### src/rtl/inst_encoder.sv
// RV32I instruction encoder: packs decoded fields into a 32-bit word
// and buffers {inst, err} in a 2-entry FIFO with valid/ready handshakes.
module inst_encoder #(
   parameter int XLEN = 32,
   parameter int ILEN = 32
) (
   input  logic            clk,
   input  logic            rst_n,
   input  logic            in_valid,
   output logic            in_ready,
   input  logic [6:0]      opcode,
   input  logic [9:0]      func,
   input  logic [XLEN-1:0] valC,
   input  logic [4:0]      rs1,
   input  logic [4:0]      rs2,
   input  logic [4:0]      rd,
   output logic            out_valid,
   input  logic            out_ready,
   output logic [ILEN-1:0] inst,
   output logic            out_err,
   output logic [15:0]     enc_count
);

   localparam logic [6:0] OPC_OP     = 7'b0110011;
   localparam logic [6:0] OPC_IMM    = 7'b0010011;
   localparam logic [6:0] OPC_LUI    = 7'b0110111;
   localparam logic [6:0] OPC_AUIPC  = 7'b0010111;
   localparam logic [6:0] OPC_JAL    = 7'b1101111;
   localparam logic [6:0] OPC_JALR   = 7'b1100111;
   localparam logic [6:0] OPC_BRANCH = 7'b1100011;
   localparam logic [6:0] OPC_LOAD   = 7'b0000011;
   localparam logic [6:0] OPC_STORE  = 7'b0100011;
   localparam logic [31:0] NOP       = 32'h0000_0013;

   logic [31:0] v;
   logic [6:0]  f7;
   logic [2:0]  f3;
   logic        sx12;
   logic        sx13;
   logic        sx21;
   logic        is_sh;
   logic [31:0] enc;
   logic        bad;
   logic [32:0] word;

   assign v     = valC[31:0];
   assign f7    = func[9:3];
   assign f3    = func[2:0];
   // immediate fits its signed field when all upper bits match the sign
   assign sx12  = (&v[31:11]) | ~(|v[31:11]);
   assign sx13  = (&v[31:12]) | ~(|v[31:12]);
   assign sx21  = (&v[31:20]) | ~(|v[31:20]);
   assign is_sh = (f3 == 3'b001) || (f3 == 3'b101);

   always_comb begin
      enc = NOP;
      bad = 1'b0;
      unique case (opcode)
         OPC_OP: begin
            enc = {f7, rs2, rs1, f3, rd, opcode};
         end
         OPC_IMM: begin
            if (is_sh) begin
               enc = {f7, v[4:0], rs1, f3, rd, opcode};
               bad = |v[31:5];
            end else begin
               enc = {v[11:0], rs1, f3, rd, opcode};
               bad = !sx12;
            end
         end
         OPC_JALR, OPC_LOAD: begin
            enc = {v[11:0], rs1, f3, rd, opcode};
            bad = !sx12;
         end
         OPC_STORE: begin
            enc = {v[11:5], rs2, rs1, f3, v[4:0], opcode};
            bad = !sx12;
         end
         OPC_BRANCH: begin
            enc = {v[12], v[10:5], rs2, rs1, f3, v[4:1], v[11], opcode};
            bad = !sx13 | v[0];
         end
         OPC_LUI, OPC_AUIPC: begin
            enc = {v[31:12], rd, opcode};
            bad = |v[11:0];
         end
         OPC_JAL: begin
            enc = {v[20], v[10:1], v[11], v[19:12], rd, opcode};
            bad = !sx21 | v[0];
         end
         default: begin
            enc = NOP;
            bad = 1'b1;
         end
      endcase
   end

   assign word = bad ? {1'b1, NOP} : {1'b0, enc};

   logic [32:0] mem0;
   logic [32:0] mem1;
   logic [32:0] head;
   logic        rptr;
   logic        wptr;
   logic [1:0]  cnt;
   logic        push;
   logic        pop;

   // no pass-through: a full FIFO refuses input even while popping
   assign in_ready  = (cnt < 2'd2);
   assign out_valid = (cnt != 2'd0);
   assign push      = in_valid && in_ready;
   assign pop       = out_valid && out_ready;
   assign head      = rptr ? mem1 : mem0;
   assign inst      = out_valid ? ILEN'(head[31:0]) : '0;
   assign out_err   = out_valid & head[32];

   always_ff @(posedge clk or negedge rst_n) begin
      if (!rst_n) begin
         mem0      <= '0;
         mem1      <= '0;
         rptr      <= 1'b0;
         wptr      <= 1'b0;
         cnt       <= 2'd0;
         enc_count <= 16'd0;
      end else begin
         if (push && !wptr) mem0 <= word;
         if (push && wptr)  mem1 <= word;
         if (push) wptr <= ~wptr;
         if (pop)  rptr <= ~rptr;
         cnt <= cnt + {1'b0, push} - {1'b0, pop};
         if (push) enc_count <= enc_count + 16'd1;
      end
   end

endmodule

### config.mk
export PLATFORM = sky130hd
export DESIGN_NAME = inst_encoder
export DESIGN_NICKNAME = d
export VERILOG_FILES = /design/src/rtl/inst_encoder.sv
export SDC_FILE = /design/constraint.sdc
export NUM_CORES = 1
export LEC_CHECK = 0
export BUFFER_PORTS_ARGS = -buffer_cell sky130_fd_sc_hd__buf_2
export CORE_ASPECT_RATIO = 0.8
export CORE_MARGIN = 2
export CORE_UTILIZATION = 40
export DETAILED_ROUTE_END_ITERATION = 16
export HOLD_SLACK_MARGIN = 0.15
export PLACE_DENSITY_LB_ADDON = 0.2
export SYNTH_ARGS = -nofsm -noshare
export SYNTH_HDL_FRONTEND = slang
export SYNTH_SLANG_ARGS = --single-unit
### constraint.sdc
create_clock -name clk -period 4.85 [get_ports clk]
set_input_delay 0.2425 -clock clk [delete_from_list [all_inputs] [get_ports clk]]
set_output_delay 0.2425 -clock clk [all_outputs]
set_load 0.005 [all_outputs]
After elaboration in Yosys (flattened, before gate mapping) --
Index checks and enable logic that the tools add are counted.
Word-level totals: register bits 86, bits of input ports 68, output and inout port bits 51, word-level logic and storage cells 60
Operators by class: add/subtract/negate cells 3, order comparisons 1, equality and inequality tests 11, mux-type cells 7, bitwise gates (word level) 11, reduce and logical (&&, ||, !) cells 21
Operators by type and width (number):
- 32-bit one-hot mux with 7 select lines | 1
- 33-bit 2-to-1 mux | 2
- 32-bit 2-to-1 mux | 2
- 27-bit OR reduction | 1
- 12-bit OR reduction | 2
- 7-bit by 6-bit equality test with 1-bit output, second input constant | 3
- 7-bit equality test, second input constant | 3
- 21-bit AND reduction | 1
- 21-bit OR reduction | 1
- 20-bit AND reduction | 1
- 20-bit OR reduction | 1
- 16-bit by 1-bit adder with 16-bit output, second input constant | 1
- 7-bit by 5-bit equality test with 1-bit output, second input constant | 2
- 12-bit AND reduction | 1
- 7-bit by 2-bit equality test with 1-bit output, second input constant | 1
- 1-bit one-hot mux with 6 select lines | 1
- 1-bit NOT | 5
- 1-bit bitwise OR | 5
- 1-bit logical AND | 4
- 1-bit logical NOT | 4
- 2-bit OR reduction | 2
- 3-bit by 1-bit equality test with 1-bit output, second input constant | 1
- 3-bit equality test, second input constant | 1
- 3-bit OR reduction | 1
- other kinds (7) | 7

Longest topological paths before layout --
word-level depth 7, gate-level depth with buffers 9, mapped depth without buffers 8

Worst setup path before layout --
Ideal clock, no wire load.
kind input port to flip-flop, from input port opcode[4], to register mem0[10], setup time 0.110 ns, data arrival time 2.020 ns, data required time 4.740 ns, path slack 2.720 ns, cell stages on the path 8, path buffers 2, cell sequence nand2b_1 > or3_4 > a21o_1 > a21o_1 > a221o_1 > buf_6 > buf_6 > o41ai_1
On the way: longest elaborated chain between the ends 4, elaborated cells on any way between the ends 15, those cells by class eq/ne: 9; mux: 3; reduce/logical: 3
Ends and longest elaborated chain:
- start, declared | RTL line 11 | input logic [6:0] opcode,
- 7-bit by 6-bit equality test with 1-bit output (tied with other cells) | RTL line 58 | unique case (opcode)
- 3-bit OR reduction (no source line) / 2-bit OR reduction (equally long branches)
- 1-bit one-hot mux with 6 select lines / 32-bit one-hot mux with 7 select lines (equally long branches) | RTL line 58
- 33-bit 2-to-1 mux * | RTL line 98 | assign word = bad ? {1'b1, NOP} : {1'b0, enc};
- end signal, assigned | RTL line 127 | if (push && !wptr) mem0 <= word;
- end, declared | RTL line 100 | logic [32:0] mem0;
Mark *: on every way between the ends. The rest lies on a longest branch, timed or not. A chain may end at the register's enable or synchronous reset.

Final worst setup path --
from input port opcode[2], to register mem1[13]
On the way: longest elaborated chain between the ends 4, elaborated cells on any way between the ends 15, those cells by class eq/ne: 9; mux: 3; reduce/logical: 3
Ends and longest elaborated chain:
- 7-bit by 6-bit equality test with 1-bit output (tied with other cells) | RTL line 58
- 3-bit OR reduction (no source line) / 2-bit OR reduction (equally long branches)
- 1-bit one-hot mux with 6 select lines / 32-bit one-hot mux with 7 select lines (equally long branches) | RTL line 58
- 33-bit 2-to-1 mux * | RTL line 98
- end signal, assigned | RTL line 128 | if (push && wptr) mem1 <= word;
- end, declared | RTL line 101 | logic [32:0] mem1;
Marked as above.

==> summary.txt <==
Synthesis
  – Share of flip-flops with an asynchronous set or reset: 1.000
  – Syn_nets: 600
  – Syn avg cell area: 9.210 sq um
  – Synth unique cells: 50
  – YS warnings: 0
  – #FFs+latches synth: 86
  – Post-synthesis sequential area ratio: 0.4417
  – Main synth FF type: dfrtp_1
  – Mapped cell area: 4872 sq um
  – Post-synth EDFFs: 0
  – Synth Instances: 529

Detailed routing
  – First DRT Iteration DRCs: between 300 and 400
  – WL/cell: 17.74 um
  – DR vias: ~4,400
  – Total Routed Length: 13.77 mm
  – Pre-antenna DRT Iters: 7
  – Vias per cell: 5.729
  – Antenna Nets Post-Route: 0
  – DRC violations left: 0

Power
  – Pleak: ~2.7 nW
  – P per Cell Area: 367.7 nW/um^2
  – VDD IR-drop max: between 0.0002 and 0.00025 V

Placed design
  – Routability cong.: 0.9122
  – Placed cell area: roughly 5500 sq um
  – Post-DP HPWL: 9.459 mm
  – Port-buffer cells: 118

Setup path
  – CP arrival: roughly 2.8 ns
  – Crit end category: flip-flop
  – Worst R2R End: mem0[14]$_DFFE_PN0P_
  – CP required: 5.06 ns
  – Reg-to-reg slack, setup: approximately 2.3 ns
  – Reg2Reg Launch Point: cnt[1]$_DFF_PN0_
  – Crit-path max FO: 62
  – Worst setup SP type: primary input
  – Setup Crit Path Kind: in -> reg
  – R2R depth: 3

Die
  – Die height: a little over 100 um
  – Initial Utilization: 0.4051
  – Row cnt: 36
  – I/O Pins: around 120
  – Core area: 12,030 sq um
  – Die area: 13,080 sq um
  – Die W: 127.4 um

Global route
  – Overflow after GRT: 0
  – Vias in the first global route: 4,176
  – Initial antenna violation count: 0
  – Total global routing track utilization: 0.2123
  – First-pass GRT wire length: 21.83 mm
  – Largest net degree at the start of global routing: 87

CTS
  – Cts repair resizes: 0
  – Clock sinks: 86
  – Num CTS Buffers: 9
  – H-tree levels: 3
  – Worst-path clk slew: roughly 0.060 ns
  – CTS Root Cell: clkbuf_16
  – Post-CTS Setup Bufs: 0
  – Hold-fix buffers at CTS: 1
  – Max Root-Sink Buffers: 2
  – CTS tree: done
  – Worst skew pair latency: 0.34 ns

Layout
  – Share of post-route cells with drive strength above 1: 0.2388
  – Area of the multi-input gates: between 2000 and 2500 sq um
  – Nets: between 600 and 700
  – Final Cell Area: 5811 sq um
  – Register area: 2153 sq um
  – Layout overhead on the synthesized area: 19.26%
  – Filler cells: around 1,200
  – Diode count: 0

Timing
  – Min cycle time layout: 2.613 ns
  – Final Max Slew Viols: 0
  – Fmax: 382.8 MHz
  – Final-report hold violation count: 0
  – Setup_tns: 0 ns
  – Final Cycle Share: 0.5387
  – Setup Skew: roughly 0.0094 ns
  – Max-slew headroom: 0.1820
  – Least-Margin Pin Slew: 1.227 ns
  – RSZ-0062 raised after global routing: no
  – Endpoints failing setup: 0

Hold path
  – WHS Endpoint: rptr$_DFFE_PN0P_
  – Hold Crit Depth: 3
  – Worst hold start: out_ready
  – Hold Path Class: in -> reg

Outcome
  – Status: completed

Run
  – Max Cap Viol: 0
-- power by group --
group	leakage [nW]	total (mW)	internal (mW)	switching, mW
sequential	1.14	0.899	0.771	0.128
clock	0.153	0.733	0.450	0.282
combinational	1.39	0.505	0.208	0.297
total	2.69	2.14	1.43	0.707
-- cells by family (layout without fill, tap and decap cells) --
logic type,count (synthesis),after routing,synth area share
compound gates,126,126,0.2021
xor+xnor,19,19,0.03416
fa+ha+maj,3,3,0.007705
buf+inv,55,150,0.05110
flops,86,86,0.4417
mux,34,34,0.07011
simple gates,206,206,0.1931
-- flip-flops by register name (all words and copies together), names as in the netlist --
| register | count |
|---|---|
| mem0 | 33 |
| wptr | 1 |
| mem1 | 33 |
| rptr | 1 |
| enc_count | 16 |
| cnt | 2 |
-- through the flow --
step	util	cells	hold WS [ns]	total power, mW	setup slack [ns]
after global routing	0.4831	776	0.2628	2.253	1.988
final	0.4831	776	0.2605	2.137	2.237
after global placement	0.4564	760	0.4479	1.409	2.023
after CTS	0.4831	776	0.2560	2.161	2.287
after detailed placement	0.4564	760	0.4542	1.424	1.928
after floorplan	-	529	-0.05309	1.212	2.720
-- critical path, cell delays in order --
cell     delay [ns]
buf_2          0.35
nand2_1        0.13
or3_4          0.37
a21o_1         0.18
a21o_1         0.15
a221o_2        0.79
o41ai_1        0.54
-- cell usage after synthesis (4+ instances only) --
| cell type | n | area, sq um |
|---|---|---|
| buf_2 | 4 | 20.02 |
| or2_2 | 5 | 31.28 |
| xnor2_1 | 13 | 113.9 |
| a32oi_1 | 5 | 43.79 |
| nand2b_1 | 9 | 56.30 |
| nor3_1 | 8 | 40.04 |
| a21o_1 | 5 | 37.54 |
| o22ai_1 | 6 | 37.54 |
| a21oi_1 | 7 | 35.03 |
| dfrtp_1 | 86 | 2152 |
| o22a_1 | 5 | 43.79 |
| clkbuf_1 | 30 | 112.6 |
| nand2_1 | 92 | 345.3 |
| o31ai_1 | 18 | 135.1 |
| xor2_1 | 6 | 52.55 |
| o41ai_1 | 36 | 315.3 |
| nand4_1 | 9 | 56.30 |
| o21ai_0 | 11 | 55.05 |
| a22oi_1 | 15 | 112.6 |
| mux2i_1 | 33 | 330.3 |
| nor2_1 | 50 | 187.7 |
| buf_6 | 5 | 56.30 |
| nor4_1 | 6 | 37.54 |
| nand3_1 | 8 | 40.04 |
| inv_1 | 14 | 52.55 |
| a222oi_1 | 4 | 40.04 |
-- how the worst max path moves through the flow --
stage	start	end	slack, ns	cells past startpoint
floorplan	opcode[4]	mem0[10]$_DFFE_PN0P_	2.72	8
global placement	opcode[2]	mem0[15]$_DFFE_PN0P_	2.02	5
detailed placement	opcode[2]	mem1[13]$_DFFE_PN0P_	1.93	7
CTS	opcode[2]	mem1[13]$_DFFE_PN0P_	2.29	7
global route	opcode[3]	mem0[14]$_DFFE_PN0P_	1.99	7
finish	opcode[2]	mem1[13]$_DFFE_PN0P_	2.24	7
-- placed cells by master, fill, tap and decap left out, drive strengths merged, types with 2 or more instances in the layout --
| cell type | Yosys | routed |
|---|---|---|
| a211oi | 3 | 3 |
| a21o | 5 | 5 |
| a21oi | 7 | 7 |
| a222oi | 4 | 4 |
| a22oi | 15 | 15 |
| a32oi | 5 | 5 |
| and2 | 3 | 3 |
| and3 | 3 | 3 |
| and4 | 2 | 2 |
| buf | 11 | 120 |
| bufinv | 0 | 2 |
| clkbuf | 30 | 10 |
| clkinv | 0 | 2 |
| dfrtp | 86 | 86 |
| ha | 3 | 3 |
| inv | 14 | 15 |
| mux2i | 33 | 33 |
| nand2 | 92 | 92 |
| nand2b | 9 | 9 |
| nand3 | 9 | 9 |
| nand3b | 2 | 2 |
| nand4 | 9 | 9 |
| nor2 | 50 | 50 |
| nor2b | 2 | 2 |
| nor3 | 8 | 8 |
| nor4 | 6 | 6 |
| o211ai | 2 | 2 |
| o21ai | 11 | 11 |
| o22a | 5 | 5 |
| o22ai | 6 | 6 |
| o31ai | 18 | 18 |
| o41ai | 38 | 38 |
| or2 | 5 | 5 |
| or3 | 3 | 3 |
| xnor2 | 13 | 13 |
| xor2 | 6 | 6 |
-- cell type report --
cell class / instances / area share
sequential: 86 / 0.3706
inverter: 14 / 0.009044
clock inverter: 5 / 0.01421
multi-input combinational: 388 / 0.4276
clock buffer: 10 / 0.03941
tap: 152 / 0.03273
timing repair buffer: 121 / 0.1064
-- metal layers --
layer  vias up  track usage  share of wire
li1       2119            -              -
met4         0      0.05156          0.014
met2       160       0.3435           0.46
met3        20      0.04670          0.065
met5         -            0              0
met1      2147       0.2943           0.46
Power figures use the tool's default switching activity.
